## src/rtl/ntr_pkg.sv

```systemverilog
// ntr_pkg: shared definitions for the NTR command-capture block.
//   - capture state enum (IDLE / CMD / DATA)
//   - default bus geometry: NTR_DATA_W-bit words, NTR_CMD_BYTES words per command
`timescale 1ns/1ps
package ntr_pkg;

    localparam int NTR_CMD_BYTES = 8;
    localparam int NTR_DATA_W    = 8;

    typedef enum logic [1:0] {
        IDLE = 2'd0,
        CMD  = 2'd1,
        DATA = 2'd2
    } ntr_state_e;

endpackage

```

## src/rtl/ntr_cmd_capture_if.sv

```systemverilog
// ntr_cmd_capture_if: groups the NTR pin bundle and the command stream.
//   ntr_clk / ntr_cs1 / ntr_data : raw NTR bus pins (cs1 active-low)
//   cmd_data / cmd_valid / cmd_ready : first-word-fall-through command stream
// Modports: master = bus host + command consumer, slave = capture block.
`timescale 1ns/1ps
interface ntr_cmd_capture_if
    import ntr_pkg::*;
#(
    parameter int DATA_W    = NTR_DATA_W,
    parameter int CMD_BYTES = NTR_CMD_BYTES
);
    logic                          ntr_clk;
    logic                          ntr_cs1;
    logic [DATA_W-1:0]             ntr_data;
    logic [CMD_BYTES*DATA_W-1:0]   cmd_data;
    logic                          cmd_valid;
    logic                          cmd_ready;

    modport master (
        output ntr_clk, ntr_cs1, ntr_data, cmd_ready,
        input  cmd_data, cmd_valid
    );

    modport slave (
        input  ntr_clk, ntr_cs1, ntr_data, cmd_ready,
        output cmd_data, cmd_valid
    );
endinterface

```

## src/rtl/ntr_cmd_fifo.sv

```systemverilog
// ntr_cmd_fifo: first-word-fall-through command FIFO.
//   push/wdata : write request (dropped with drop=1 when full and not popping)
//   pop        : remove head (ignored when empty)
//   rdata      : head entry, valid while level != 0
//   level      : number of stored entries, 0..DEPTH
// DEPTH must be a power of two so the pointers wrap naturally.
`timescale 1ns/1ps
module ntr_cmd_fifo
    import ntr_pkg::*;
#(
    parameter int WIDTH = NTR_CMD_BYTES * NTR_DATA_W,
    parameter int DEPTH = 4
) (
    input  logic                     clk,
    input  logic                     rst,
    input  logic                     push,
    input  logic [WIDTH-1:0]         wdata,
    input  logic                     pop,
    output logic [WIDTH-1:0]         rdata,
    output logic                     valid,
    output logic [$clog2(DEPTH):0]   level,
    output logic                     drop
);
    localparam int AW = $clog2(DEPTH);

    logic [WIDTH-1:0] mem_q [DEPTH];
    logic [AW-1:0]    wr_ptr_q, wr_ptr_d, rd_ptr_q, rd_ptr_d;
    logic [AW:0]      level_q, level_d;
    logic             full, wr_en, rd_en;

    always_comb begin
        full     = (level_q == (AW+1)'(DEPTH));
        rd_en    = pop & (level_q != '0);
        // A pop in the same cycle frees the slot a full FIFO needs.
        wr_en    = push & (~full | rd_en);
        drop     = push & full & ~rd_en;
        wr_ptr_d = wr_en ? wr_ptr_q + AW'(1) : wr_ptr_q;
        rd_ptr_d = rd_en ? rd_ptr_q + AW'(1) : rd_ptr_q;
        level_d  = level_q;
        case ({wr_en, rd_en})
            2'b10:   level_d = level_q + (AW+1)'(1);
            2'b01:   level_d = level_q - (AW+1)'(1);
            default: level_d = level_q;
        endcase
    end

    always_ff @(posedge clk or posedge rst) begin
        if (rst) begin
            wr_ptr_q <= '0;
            rd_ptr_q <= '0;
            level_q  <= '0;
        end else begin
            wr_ptr_q <= wr_ptr_d;
            rd_ptr_q <= rd_ptr_d;
            level_q  <= level_d;
        end
    end

    // Storage carries no reset; validity is tracked by level_q alone.
    always_ff @(posedge clk) begin
        if (wr_en) mem_q[wr_ptr_q] <= wdata;
    end

    assign rdata = mem_q[rd_ptr_q];
    assign valid = (level_q != '0);
    assign level = level_q;
endmodule

```

## src/rtl/ntr_cmd_capture.sv

```systemverilog
// ntr_cmd_capture: captures NTR bus commands into a command FIFO.
//   clk, rst      : system clock, async active-high reset
//   bus (slave)   : NTR pins in, command stream out (FWFT, pop on valid&ready)
//   data_count    : data words seen after the command in the current select
//   fifo_level    : stored commands
//   overflow      : sticky, a complete command was dropped; clear_ovf clears it
//   abort         : one-cycle pulse when a partial command is discarded
`timescale 1ns/1ps
module ntr_cmd_capture
    import ntr_pkg::*;
#(
    parameter int DATA_W      = NTR_DATA_W,
    parameter int CMD_BYTES   = NTR_CMD_BYTES,
    parameter int FIFO_DEPTH  = 4,
    parameter int SYNC_STAGES = 2,
    parameter int EDGE_RISE   = 1
) (
    input  logic                          clk,
    input  logic                          rst,
    ntr_cmd_capture_if.slave              bus,
    output logic [15:0]                   data_count,
    output logic [$clog2(FIFO_DEPTH):0]   fifo_level,
    output logic                          overflow,
    output logic                          abort,
    input  logic                          clear_ovf
);
    localparam int   CMD_W    = CMD_BYTES * DATA_W;
    localparam int   CNT_W    = $clog2(CMD_BYTES);
    localparam int   SET_W    = $clog2(SYNC_STAGES + 1);
    localparam logic CLK_IDLE = (EDGE_RISE != 0) ? 1'b0 : 1'b1;

    logic [SYNC_STAGES-1:0]             clk_sync_q, clk_sync_d, cs_sync_q, cs_sync_d;
    logic [SYNC_STAGES-1:0][DATA_W-1:0] data_sync_q, data_sync_d;
    logic              clk_s, cs_s;
    logic [DATA_W-1:0] data_s;
    logic              clk_prev_q, clk_prev_d, cs_hi_q, cs_hi_d, cs_fall_q, cs_fall_d;
    logic              strobe_q, strobe_d, armed_q, armed_d;
    logic [SET_W-1:0]  settle_q, settle_d;
    logic [DATA_W-1:0] word_q, word_d;
    ntr_state_e        state_q, state_d;
    logic [CNT_W-1:0]  cnt_q, cnt_d;
    logic [CMD_W-1:0]  shift_q, shift_d;
    logic [15:0]       data_count_q, data_count_d;
    logic              push_q, push_d, abort_q, abort_d, overflow_q, overflow_d;
    logic              pop, fifo_valid, fifo_drop;
    logic [CMD_W-1:0]  fifo_rdata;

    // ---- stage: pin synchronisers and event detection ----
    always_comb begin
        clk_sync_d  = {clk_sync_q[SYNC_STAGES-2:0], bus.ntr_clk};
        cs_sync_d   = {cs_sync_q[SYNC_STAGES-2:0], bus.ntr_cs1};
        data_sync_d = {data_sync_q[SYNC_STAGES-2:0], bus.ntr_data};
        clk_s       = clk_sync_q[SYNC_STAGES-1];
        cs_s        = cs_sync_q[SYNC_STAGES-1];
        data_s      = data_sync_q[SYNC_STAGES-1];
        clk_prev_d  = clk_s;
        cs_hi_d     = cs_s;
        word_d      = data_s;
        strobe_d    = ((EDGE_RISE != 0) ? (clk_s & ~clk_prev_q) : (~clk_s & clk_prev_q)) & ~cs_s;
        // After reset the chains hold idle levels; a select that was already
        // low would look like a falling edge once flushed. Arm only after a
        // genuine high level has been seen through a flushed chain.
        settle_d    = (settle_q == SET_W'(SYNC_STAGES)) ? settle_q : settle_q + SET_W'(1);
        armed_d     = armed_q | ((settle_q == SET_W'(SYNC_STAGES)) & cs_s);
        cs_fall_d   = armed_q & cs_hi_q & ~cs_s;
    end

    // ---- stage: capture state machine ----
    always_comb begin
        state_d      = state_q;
        cnt_d        = cnt_q;
        shift_d      = shift_q;
        data_count_d = data_count_q;
        push_d       = 1'b0;
        abort_d      = 1'b0;
        case (state_q)
            IDLE: begin
                if (cs_fall_q) begin
                    state_d      = CMD;
                    cnt_d        = '0;
                    data_count_d = '0;
                end
            end
            CMD: begin
                if (cs_hi_q) begin
                    state_d = IDLE;
                    abort_d = 1'b1;
                end else if (strobe_q) begin
                    shift_d = {shift_q[CMD_W-DATA_W-1:0], word_q};
                    if (cnt_q == CNT_W'(CMD_BYTES - 1)) begin
                        state_d = DATA;
                        push_d  = 1'b1;
                        cnt_d   = '0;
                    end else begin
                        cnt_d = cnt_q + CNT_W'(1);
                    end
                end
            end
            DATA: begin
                if (cs_hi_q) begin
                    state_d = IDLE;
                end else if (strobe_q && data_count_q != 16'hFFFF) begin
                    data_count_d = data_count_q + 16'd1;
                end
            end
            default: state_d = IDLE;
        endcase
        // Sticky flag: a new drop wins over a simultaneous clear.
        overflow_d = fifo_drop | (overflow_q & ~clear_ovf);
    end

    always_ff @(posedge clk or posedge rst) begin
        if (rst) begin
            clk_sync_q   <= {SYNC_STAGES{CLK_IDLE}};
            cs_sync_q    <= '1;
            data_sync_q  <= '0;
            clk_prev_q   <= CLK_IDLE;
            cs_hi_q      <= 1'b1;
            cs_fall_q    <= 1'b0;
            strobe_q     <= 1'b0;
            armed_q      <= 1'b0;
            settle_q     <= '0;
            state_q      <= IDLE;
            cnt_q        <= '0;
            data_count_q <= '0;
            push_q       <= 1'b0;
            abort_q      <= 1'b0;
            overflow_q   <= 1'b0;
        end else begin
            clk_sync_q   <= clk_sync_d;
            cs_sync_q    <= cs_sync_d;
            data_sync_q  <= data_sync_d;
            clk_prev_q   <= clk_prev_d;
            cs_hi_q      <= cs_hi_d;
            cs_fall_q    <= cs_fall_d;
            strobe_q     <= strobe_d;
            armed_q      <= armed_d;
            settle_q     <= settle_d;
            state_q      <= state_d;
            cnt_q        <= cnt_d;
            data_count_q <= data_count_d;
            push_q       <= push_d;
            abort_q      <= abort_d;
            overflow_q   <= overflow_d;
        end
    end

    always_ff @(posedge clk) begin
        word_q  <= word_d;
        shift_q <= shift_d;
    end

    // ---- stage: command FIFO (push one cycle after the last word) ----
    assign pop = fifo_valid & bus.cmd_ready;

    ntr_cmd_fifo #(
        .WIDTH (CMD_W),
        .DEPTH (FIFO_DEPTH)
    ) u_fifo (
        .clk   (clk),
        .rst   (rst),
        .push  (push_q),
        .wdata (shift_q),
        .pop   (pop),
        .rdata (fifo_rdata),
        .valid (fifo_valid),
        .level (fifo_level),
        .drop  (fifo_drop)
    );

    assign bus.cmd_data  = fifo_rdata;
    assign bus.cmd_valid = fifo_valid;
    assign data_count    = data_count_q;
    assign overflow      = overflow_q;
    assign abort         = abort_q;
endmodule

```

## src/flat_wrapper.sv

```systemverilog
// flat-port wrapper written by rule: the top's interface ports become plain ports
module ntr_cmd_capture_flat import ntr_pkg::*;
#(
    parameter int DATA_W      = NTR_DATA_W,
    parameter int CMD_BYTES   = NTR_CMD_BYTES,
    parameter int FIFO_DEPTH  = 4,
    parameter int SYNC_STAGES = 2,
    parameter int EDGE_RISE   = 1
)
  (clk, rst, data_count, fifo_level, overflow, abort, clear_ovf, bus_ntr_clk, bus_ntr_cs1, bus_ntr_data, bus_cmd_ready, bus_cmd_data, bus_cmd_valid);
  ntr_cmd_capture_if #(.DATA_W(DATA_W), .CMD_BYTES(CMD_BYTES)) bus_i ();
  input  logic clk;
  input  logic rst;
  output logic [15:0] data_count;
  output logic [$clog2(FIFO_DEPTH):0] fifo_level;
  output logic overflow;
  output logic abort;
  input  logic clear_ovf;
  input wire logic [$bits(bus_i.ntr_clk)-1:0] bus_ntr_clk;
  input wire logic [$bits(bus_i.ntr_cs1)-1:0] bus_ntr_cs1;
  input wire logic [$bits(bus_i.ntr_data)-1:0] bus_ntr_data;
  input wire logic [$bits(bus_i.cmd_ready)-1:0] bus_cmd_ready;
  output wire logic [$bits(bus_i.cmd_data)-1:0] bus_cmd_data;
  output wire logic [$bits(bus_i.cmd_valid)-1:0] bus_cmd_valid;
  assign bus_i.ntr_clk = bus_ntr_clk;
  assign bus_i.ntr_cs1 = bus_ntr_cs1;
  assign bus_i.ntr_data = bus_ntr_data;
  assign bus_i.cmd_ready = bus_cmd_ready;
  assign bus_cmd_data = bus_i.cmd_data;
  assign bus_cmd_valid = bus_i.cmd_valid;
  ntr_cmd_capture #(.DATA_W(DATA_W), .CMD_BYTES(CMD_BYTES), .FIFO_DEPTH(FIFO_DEPTH), .SYNC_STAGES(SYNC_STAGES), .EDGE_RISE(EDGE_RISE)) u_core (.clk(clk), .rst(rst), .bus(bus_i), .data_count(data_count), .fifo_level(fifo_level), .overflow(overflow), .abort(abort), .clear_ovf(clear_ovf));
endmodule
```

## config.mk

```make
export PLATFORM = sky130hd
export DESIGN_NAME = ntr_cmd_capture_flat
export DESIGN_NICKNAME = d
export VERILOG_FILES = /design/src/rtl/ntr_pkg.sv /design/src/rtl/ntr_cmd_capture_if.sv /design/src/rtl/ntr_cmd_fifo.sv /design/src/rtl/ntr_cmd_capture.sv /design/src/flat_wrapper.sv
export SDC_FILE = /design/constraint.sdc
export NUM_CORES = 1
export LEC_CHECK = 0
export BUFFER_PORTS_ARGS = -buffer_cell sky130_fd_sc_hd__buf_2
export CAP_MARGIN = 10
export CORE_MARGIN = 4
export CORE_UTILIZATION = 30
export DETAILED_ROUTE_END_ITERATION = 12
export SYNTH_ARGS = -nofsm -noshare
export SYNTH_HDL_FRONTEND = slang
export SYNTH_HIERARCHICAL = 1
export SYNTH_SLANG_ARGS = --single-unit
```

## constraint.sdc

```tcl
create_clock -name clk -period 3.7 [get_ports clk]
set_input_delay 0.37 -clock clk [delete_from_list [all_inputs] [get_ports clk]]
set_output_delay 0.37 -clock clk [all_outputs]
set_load 0.005 [all_outputs]
```

==> run_results.csv, run 1 <==
group,metric,value,unit
logic_synthesis,synth_top_area_share,69.37,%
logic_synthesis,yosysTopAreaCell,"edfxtp_1",
sta,rsz0062_at_grt,"false",
setup_path,cp_cell_sequence,"buf_4, mux4_2, buf_2",
routing,first_pass_iters,5,
setup_path,crit_family,"flip-flops",
sta,period_needed,2.746,ns
sta,finalSetupTns,0,ns
logic_synthesis,ys.flop_type,"edfxtp_1",
setup_path,startpoint,"u_core/u_fifo/rd_ptr_q[0]$_DFFE_PP0N_",
power_and_ir_drop,leakagePower,5.532,nW
place,numPortBuffers,99,
sta,finalSetupViolations,0,
logic_synthesis,ys_seq_area_share,81.03,%
run_status,status,"complete, no violations",
setup_path,path_buf_inv,2,
final_layout,syn2layout_area_growth,18.80,%
routing,drt-total-wl,25690,um
logic_synthesis,yosysMostFrequentCell,"edfxtp_1",
sta,fin_worst_skew,0.01920,ns
power_and_ir_drop,power_density,519.8,nW/um^2
logic_synthesis,syn-num-nets,659,
setup_path,cp.arrival,2.38,ns
cts,htreeDepth,2,
sta,fmax,364.2,MHz
sta,slew_headroom,30.71,%
final_layout,finalNetCount,793,
hold_path,hold_path_depth,3,
cts,cts.sinks,386,
routing,wl_met1,11600,um
setup_path,rr_worst_depth,5,
routing,num_vias,6342,
routing,wl_met3,1482,um
cts,insertion_delay,0.53,ns
routing,met2_length,12090,um
setup_path,cp-start-kind,"register",
routing,antenna_left,0,
final_layout,layout-drive-gt1-share,30.58,%
setup_path,critPathRequiredTime,3.33,ns
routing,vias_per_cell,4.533,
global_route,grt_max_degree,66,
cts,cts.reportedPaths.clkPinSlew,0.06,ns
hold_path,min_path_type,"in -> reg",
floorplan,num_io_pins,100,
global_route,grt_pass1_vias,6508,
global_route,grt-ovfl-total,0,
cts,cts_made_buffers,38,
floorplan,die-area,49680,um^2
logic_synthesis,synthArstFlopShare,15.03,%
place,gp_congestion,0.7608,
setup_path,crit_path_end_kind,"output pin",
logic_synthesis,netlist_area,13850,um^2
power_and_ir_drop,ir_drop,349.2,uV
global_route,grtUsageTotal,10.21,%
cts,root_buffer,"clkbuf_16",
logic_synthesis,ys_top_cells_by_area,"edfxtp_1 (69%), mux4_2 (10%), dfrtp_1 (9.9%), dfxtp_1 (1.2%), ha_1 (0.72%)",
cts,cts_tree,"yes",
sta,slew_viol_final,0,
logic_synthesis,ys_ff_latch,386,
routing,wire_per_inst,18.36,um
sta,worst_pin_slew,1.039,ns
routing,highest_layer,"met4",
floorplan,rows,78,
setup_path,r2r-end,"u_core/u_fifo/mem_q[0][13]$_DFFE_PP_",
floorplan,core_area,45480,um^2
logic_synthesis,yosysWarnings,6,
global_route,grt_pass1_wl,39590,um
hold_path,whs_endpoint,"u_core/overflow$_DFF_PP0_",
setup_path,path_class,"reg -> out",
setup_path,cp_max_fo,20,
routing,drt_first_iter_violations,514,
floorplan,die_w,222.9,um
global_route,antenna_found_initial,0,
logic_synthesis,synth_area_per_cell,21.78,um^2
setup_path,r2r_slack,1.24,ns
cts,clockBufferDepth,3,
sta,finalCritPeriodShare,74.21,%
hold_path,hp-start,"clear_ovf",
logic_synthesis,synth_cell_types,51,
floorplan,fp.dieH,222.9,um
setup_path,r2r_start,"u_core/u_fifo/level[0]$_DFFE_PP0P_",
setup_path,slowest_delay,0.71,ns
sta,hold_viol_final,0,
setup_path,cp_slowest_cell,"dfrtp_4",
routing,drc,0,
logic_synthesis,synth-edff-count,320,
place,dp_hpwl,14980,um
logic_synthesis,synthTopCellsByCount,"edfxtp_1 (320), mux4_2 (64), dfrtp_1 (55)",
logic_synthesis,synth_cells,636,
sta,timing.hold.ws,0.1373,ns
flow_run,max-cap-violations,0,
cts,cts_resized,0,
floorplan,start_util,30.46,%
-- power by group --
part / total (mW) / switching (mW) / leakage, nW / internal [mW]
registers: 4.71 / 0.0183 / 3.68 / 4.69
clock network: 3.80 / 1.56 / 0.619 / 2.23
logic: 0.0519 / 0.0299 / 1.24 / 0.0220
total: 8.55 / 1.61 / 5.53 / 6.94
-- repair_timing --
action                                  CTS  global route
setup buffers                             0             0
hold buffers                             11             0
endpoints found under the setup margin    0             0
endpoints found under the hold margin    19             0
-- how the worst max path moves through the flow --
stage / to / slack (ns) / depth (start not counted)
after floorplan: u_core/shift_q[0]$_DFFE_PP_ / 0.95 / 3
after global placement: u_core/u_fifo/mem_q[0][10]$_DFFE_PP_ / 1.30 / 5
after detailed placement: u_core/u_fifo/mem_q[0][2]$_DFFE_PP_ / 1.27 / 5
after CTS: bus_cmd_data[6] / 0.83 / 3
after global routing: bus_cmd_data[6] / 0.77 / 3
final: bus_cmd_data[20] / 0.95 / 3
-- sequential cells by signal, summed over array words and instances, names as in the netlist, 3 cells and up --
signal	count
u_core/data_s	8
u_core/data_sync_d	8
u_core/u_fifo/level	3
u_core/cnt_q	3
u_core/data_count	16
u_core/shift_q	64
u_core/u_fifo/mem_q	256
u_core/word_q	8
-- kinds of logic (layout without fill, tap and decap cells) --
group                      Yosys count  count (layout)  synth area share (%)
AOI/OAI and AO/OA                   60              60                 2.927
xor gates and xnor gates             6               6                0.3794
adders and majority gates            9               9                0.8672
buffers and inverters               36             198                 1.274
DFF                                386             386                 81.03
muxes                               66              66                 10.59
other                                0               1                     0
and+or+nand+nor                     73              73                 2.936
-- tightest hold or removal path, delay by kind of cell --
family	cells	cell delay, ns
AO/OA/AOI/OAI	1	0.10
buffers and inverters	2	0.15
-- metrics by stage --
step	total power, mW	setup WS (ns)	area (um^2)	util, %	cells
after floorplan	4.818	0.9503	13850	-	636
after global placement	4.841	1.299	15100	33.20	1319
after detailed placement	4.843	1.267	15100	33.20	1319
after CTS	8.684	0.8305	16450	36.18	1398
after global routing	8.871	0.7727	16450	36.18	1398
final	8.553	0.9542	16460	36.18	1399
-- cell type report --
| type | instances | area, um^2 |
|---|---|---|
| Clock inverter | 21 | 193.9 |
| Tap cell | 600 | 750.7 |
| Sequential cell | 386 | 11230 |
| Timing Repair Buffer | 117 | 720.7 |
| Fill cell | 4236 | 29020 |
| Clock buffer | 47 | 1049 |
| Multi-Input combinational cell | 214 | 2459 |
| Antenna cell | 1 | 2.502 |
| Inverter | 13 | 48.80 |
-- placed cells by master, fill, tap and decap left out, drive strengths merged, types with 2 or more instances in the layout --
cell / netlist / final
edfxtp: 320 / 320
buf: 17 / 106
mux4: 64 / 64
dfrtp: 55 / 55
clkbuf: 6 / 47
o21ai: 22 / 22
clkinv: 0 / 16
nor2: 15 / 15
inv: 13 / 15
nand2: 12 / 12
dlygate4sd3: 0 / 11
o31ai: 10 / 10
nand3: 8 / 8
ha: 8 / 8
dfxtp: 8 / 8
a21oi: 7 / 7
nand4: 6 / 6
a22o: 6 / 6
and2: 6 / 6
nand2b: 5 / 5
and3: 5 / 5
xnor2: 5 / 5
nand3b: 4 / 4
a31oi: 4 / 4
bufinv: 0 / 3
o211ai: 3 / 3
dfstp: 3 / 3
nor3: 2 / 2
a21o: 2 / 2
and3b: 2 / 2
-- metal layers --
layer  GRT usage [%]  vias to the layer above
met2           16.04                      166
met4           2.824                        0
li1                -                     2847
met5               0                        -
met3           2.461                       37
met1           14.33                     3292
(Power assumes the default switching activity.)
==> run 2: changes to the inputs <==
==> constraint.sdc (replaced) <==
create_clock -name clk -period 2.73 [get_ports clk]
set_input_delay 0.273 -clock clk [delete_from_list [all_inputs] [get_ports clk]]
set_output_delay 0.273 -clock clk [all_outputs]
set_load 0.005 [all_outputs]
==> run 2 against run 1 <==
  * Sequential share of layout area down 0.61 points
  * Design area up 0.90%
  * Flip-flop and latch count unchanged
  * Clock power up 38%
  * Setup slack worse by 0.60 ns
  * Hold slack worse by 0.10 ns
  * Via count down 0.33%
  * Global-route usage about the same
  * Critical path depth unchanged
  * Final cell count up 0.79%
  * Register-to-register slack worse by 0.87 ns
  * Die area unchanged
  * Largest power group unchanged
==> run_results.csv, run 2 (synthesis gave the netlist of run 1 again) <==
group,metric,value,unit
run_status,status,"complete, no violations",
floorplan,rows,78,
cts,clockBufferDepth,3,
sta,setup_ws,0.3534,ns
global_route,grt-ovfl-total,0,
sta,hold_viol_final,0,
final_layout,n_fill_cell,4221,
routing,drt_first_iter_violations,425,
cts,post_cts.repair.setup_buffers,0,
final_layout,regMostFlops,"u_core/u_fifo/mem_q",
routing,vias_per_cell,4.483,
sta,finalCritPeriodShare,87.06,%
hold_path,min_path_type,"in -> reg",
floorplan,core_area,45480,um^2
floorplan,die_w,222.9,um
final_layout,largest_reg_flops,256,
final_layout,finalNetCount,803,
power_and_ir_drop,power_density,703.4,nW/um^2
final_layout,syn2layout_area_growth,19.86,%
floorplan,die-area,49680,um^2
sta,rsz0062_at_grt,"false",
place,dpl_worst_slack,0.3821,ns
global_route,antenna_found_initial,0,
cts,cts_made_buffers,38,
cts,htreeDepth,2,
routing,first_pass_iters,4,
sta,finalSetupViolations,0,
final_layout,stdcell_count,1410,
sta,timing.hold.ws,0.03722,ns
routing,wire_per_inst,17.91,um
global_route,grtUsageTotal,10.16,%
place,dp.cells,1329,
final_layout,final_cell_mix,"edfxtp_1 (320), buf_2 (99), mux4_2 (64), dfrtp_1 (53), clkbuf_16 (38)",
routing,num_vias,6321,
cts,insertion_delay,0.53,ns
setup_path,cp-start-kind,"register",
setup_path,critPathRequiredTime,2.46,ns
flow_run,max-cap-violations,0,
global_route,grt_max_degree,65,
sta,period_needed,2.377,ns
routing,drt-total-wl,25250,um
setup_path,cp.arrival,2.10,ns
setup_path,path_class,"reg -> out",
cts,cts-hold-fix-buffers,11,
cts,cts_tree,"yes",
power_and_ir_drop,leakagePower,5.586,nW
final_layout,diodes,0,
place,dp_hpwl,15140,um
power_and_ir_drop,p_total,11.68,mW
setup_path,cp_max_fo,16,
floorplan,fp.dieH,222.9,um
place,gp_congestion,0.7510,
power_and_ir_drop,ir_drop,357.4,uV
place,numPortBuffers,99,
floorplan,num_io_pins,100,
sta,fmax,420.8,MHz
global_route,grt_pass1_wl,39470,um
sta,slew_viol_final,0,
cts,cts_resized,0,
sta,fin_worst_skew,0.02304,ns
floorplan,start_util,30.46,%
routing,antenna_left,0,
cts,cts.reportedPaths.clkPinSlew,0.06,ns
final_layout,final_common_cell,"edfxtp_1",
sta,finalSetupTns,0,ns
final_layout,final_util,36.51,%
final_layout,fin_area,16600,um^2
cts,cts.sinks,386,
final_layout,layout-drive-gt1-share,31.73,%
setup_path,crit_path_end_kind,"output pin",
routing,drc,0,
global_route,grt_pass1_vias,6441,
sta,worst_pin_slew,0.6723,ns
cts,root_buffer,"clkbuf_16",
place,place_area,15230,um^2
sta,slew_headroom,54.83,%
==> run 2: layer usage <==
metal | global-route usage (%) | vias up | share of wire [%]
li1 | - | 2870 | -
met1 | 14.34 | 3222 | 44
met2 | 15.44 | 188 | 47
met3 | 2.961 | 41 | 7.0
met4 | 2.923 | 0 | 2.0
met5 | 0 | - | 0
==> run 2: worst max-delay path, cell delays in order, from the launching register on <==
cell,delay (ns)
dfrtp_4,0.51
buf_4,0.35
mux4_2,0.57
buf_2,0.15
==> run 2: power breakdown <==
part           switching [mW]  internal (mW)  total [mW]
logic                  0.0424         0.0322      0.0746
registers              0.0239           6.35        6.38
clock network            2.17           3.06        5.23
total                    2.24           9.44        11.7
==> run 2: layout make-up <==
| class | count | area, um^2 | area share (%) |
|---|---|---|---|
| well taps | 600 | 750.7 | 4.521 |
| clock buffers | 40 | 958.4 | 5.772 |
| repair buffers | 127 | 845.8 | 5.094 |
| clock inverters | 30 | 309.0 | 1.861 |
| multi-input cells | 214 | 2459 | 14.81 |
| flip-flops and latches | 386 | 11230 | 67.65 |
| inverters | 13 | 48.80 | 0.2939 |
==> run 2: worst paths after layout <==
path                                                  startpoint                                 end  slack, ns  depth (start not counted)
setup reg to reg                u_core/data_count[0]$_DFFE_PP0P_    u_core/data_count[5]$_DFFE_PP0P_       0.37                          6
hold / removal                                         clear_ovf           u_core/overflow$_DFF_PP0_       0.04                          3
min in group asynchronous                                    rst  u_core/u_fifo/level[0]$_DFFE_PP0P_       0.27                          3
max in group asynchronous                                    rst            u_core/cs_hi_q$_DFF_PP1_       1.65                          4
setup / recovery           u_core/u_fifo/rd_ptr_q[0]$_DFFE_PP0N_                    bus_cmd_data[53]       0.35                          3
hold reg to reg                       u_core/data_s[6]$_DFF_PP0_            u_core/word_q[6]$_DFF_P_       0.34                          0
==> run 3: changes to the inputs <==
--- a/config.mk
+++ b/config.mk
@@ -5,11 +5,13 @@
 export SDC_FILE = /design/constraint.sdc
 export NUM_CORES = 1
 export LEC_CHECK = 0
+export ABC_AREA = 1
 export BUFFER_PORTS_ARGS = -buffer_cell sky130_fd_sc_hd__buf_2
 export CAP_MARGIN = 10
 export CORE_MARGIN = 4
-export CORE_UTILIZATION = 30
+export CORE_UTILIZATION = 42
 export DETAILED_ROUTE_END_ITERATION = 12
+export PLACE_DENSITY = 0.69
 export SYNTH_ARGS = -nofsm -noshare
 export SYNTH_HDL_FRONTEND = slang
 export SYNTH_HIERARCHICAL = 1
==> run 3 against run 2 <==
  * Hold slack improved by 0.21 ns
  * Setup slack worse by 0.13 ns
  * Sequential share of layout area rose by 0.18 points
  * Critical path depth rose by 2
  * Non-clock buffer count decreased by 3
  * Critical endpoint is now bus_cmd_data[45]
  * Largest cell class unchanged
  * Largest power group unchanged
==> run_results.csv, run 3 <==
group,metric,value,unit
logic_synthesis,synth_cells,1002,
logic_synthesis,synthTopCellsByCount,"edfxtp_1 (320), nor2_1 (171), nand2_1 (90)",
place,place_area,15270,um^2
setup_path,path_class,"reg -> out",
floorplan,core_area,33530,um^2
cts,post_cts.repair.setup_buffers,0,
place,dp_hpwl,14980,um
sta,rsz0062_at_grt,"false",
sta,finalCritPeriodShare,91.89,%
sta,finalSetupTns,0,ns
sta,timing.hold.ws,0.2512,ns
floorplan,start_util,42.51,%
final_layout,syn2layout_area_growth,16.14,%
routing,drt-total-wl,27180,um
sta,finalSetupViolations,0,
cts,cts_made_buffers,40,
cts,cts.sinks,386,
setup_path,cp_max_fo,32,
sta,fmax,398.6,MHz
logic_synthesis,netlist_area,14250,um^2
routing,wire_per_inst,17.01,um
floorplan,die-area,36950,um^2
global_route,antenna_found_initial,1,
setup_path,rr_worst_depth,9,
cts,cts-hold-fix-buffers,12,
logic_synthesis,ys_top_cells_by_area,"edfxtp_1 (67%), dfrtp_1 (9.7%), nor2_1 (4.5%), o21ai_0 (2.9%), o22ai_1 (2.8%)",
final_layout,layout-drive-gt1-share,16.52,%
global_route,grt_pass1_vias,7859,
floorplan,fp.dieH,192.2,um
sta,slew_headroom,58.20,%
final_layout,multi_input_area,2609,um^2
global_route,grt_pass1_wl,42620,um
final_layout,regMostFlops,"u_core/u_fifo/mem_q",
global_route,grtUsageTotal,14.59,%
sta,slew_viol_final,0,
setup_path,cp-start-kind,"register",
floorplan,num_io_pins,100,
final_layout,fin_area,16560,um^2
power_and_ir_drop,power_density,897.5,nW/um^2
cts,htreeDepth,2,
cts,root_buffer,"clkbuf_16",
logic_synthesis,synth-edff-count,320,
logic_synthesis,synth_top_area_share,67.41,%
routing,antenna_left,0,
global_route,grt-ovfl-total,0,
final_layout,seqCellArea,11230,um^2
hold_path,min_path_type,"in -> reg",
logic_synthesis,yosysWarnings,6,
logic_synthesis,ys_seq_area_share,78.74,%
logic_synthesis,synthArstFlopShare,15.03,%
cts,cts_tree,"yes",
cts,insertion_delay,0.52,ns
floorplan,die_w,192.2,um
place,dp.cells,1518,
hold_path,hold_path_depth,6,
routing,num_vias,8034,
global_route,grt_max_degree,130,
setup_path,cp.arrival,2.24,ns
cts,cts.reportedPaths.clkPinSlew,0.06,ns
place,gp_congestion,0.8064,
logic_synthesis,synth_area_per_cell,14.23,um^2
cts,cts_resized,0,
run_status,status,"complete, no violations",
final_layout,diodes,0,
routing,drc,0,
routing,vias_per_cell,5.028,
final_layout,final_common_cell,"edfxtp_1",
logic_synthesis,yosysMostFrequentCell,"edfxtp_1",
sta,period_needed,2.509,ns
sta,worst_pin_slew,0.6270,ns
cts,clockBufferDepth,3,
logic_synthesis,ys.flop_type,"edfxtp_1",
final_layout,n_fill_cell,2824,
power_and_ir_drop,leakagePower,5.869,nW
floorplan,rows,67,
logic_synthesis,synth_cell_types,39,
logic_synthesis,syn-num-nets,1025,
power_and_ir_drop,ir_drop,533.8,uV
final_layout,stdcell_count,1598,
setup_path,crit_path_end_kind,"output pin",
routing,first_pass_iters,5,
logic_synthesis,ys_ff_latch,386,
sta,fin_worst_skew,0.01827,ns
final_layout,largest_reg_flops,256,
final_layout,finalNetCount,1147,
logic_synthesis,yosysTopAreaCell,"edfxtp_1",
setup_path,critPathRequiredTime,2.46,ns
flow_run,max-cap-violations,0,
routing,drt_first_iter_violations,499,
final_layout,final_cell_mix,"edfxtp_1 (320), nor2_1 (166), buf_2 (99), nand2_1 (90), o21ai_0 (82)",
sta,hold_viol_final,0,
place,numPortBuffers,99,
## run 3: cell types whose count changed after synthesis, moves of 24 or more
cell / change
mux4_2: -64
nand2_1: +78
o22ai_1: +64
inv_1: +24
o21ai_0: +62
o21ai_1: +51
nor2_1: +156
## run 3: power by group
part           internal (mW)  switching [mW]  leakage, nW
Clock                   2.80            2.08        0.568
Sequential              6.41          0.0711         3.66
Combinational           1.28            2.22         1.64
## run 3: worst max-delay path: stages (launching register included)
cell	delay (ns)
dfrtp_4	0.50
inv_4	0.31
buf_4	0.34
nor2_1	0.07
o22ai_1	0.30
buf_2	0.18
## run 3: final cells by class
class	instances	share of cell area, %
clock inverter	15	0.6802
inverter	41	0.9447
tap	448	3.386
multi-input combinational	531	15.76
clock buffer	53	6.341
sequential	386	67.83
timing repair buffer	124	5.063
## run 3: through the flow
step	setup WS [ns]	util [%]	power, mW
detailed placement	0.5823	45.55	10.16
global route	0.08622	49.37	15.70
floorplan	-0.4325	-	8.796
global placement	0.6427	45.55	10.06
finish	0.2215	49.37	14.86
CTS	0.2108	49.37	15.07
## run 3: final timing paths
| kind | endpoint | startpoint | slack (ns) |
|---|---|---|---|
| max in group asynchronous | u_core/data_s[7]$_DFF_PP0_ | rst | 1.68 |
| worst min register to register | u_core/word_q[1]$_DFF_P_ | u_core/data_s[1]$_DFF_PP0_ | 0.34 |
| worst min-delay path | u_core/u_fifo/rd_ptr_q[0]$_DFFE_PP0N_ | bus_cmd_ready | 0.25 |
| worst max-delay path | bus_cmd_data[45] | u_core/u_fifo/rd_ptr_q[0]$_DFFE_PP0N_ | 0.22 |
| worst max register to register | u_core/u_fifo/mem_q[3][14]$_DFFE_PP_ | u_core/u_fifo/level[2]$_DFFE_PP0P_ | 0.57 |
| min in group asynchronous | u_core/u_fifo/wr_ptr_q[0]$_DFFE_PP0P_ | rst | 0.26 |
## run 3: kinds of logic after synthesis
| kind of cell | share of synthesized area, % |
|---|---|
| simple gates | 8.690 |
| buf+inv | 3.221 |
| compound gates | 8.136 |
| fa+ha+maj | 0.8427 |
| xor+xnor | 0.3686 |
| flops | 78.74 |
## run 3: per-layer routing
layer / vias to the layer above / part of all wire [%] / GRT usage (%)
met1: 3913 / 43 / 18.87
met5: - / 0.048 / 0
li1: 3858 / - / -
met4: 2 / 2.0 / 4.306
met2: 216 / 49 / 24.83
met3: 45 / 6.0 / 3.253
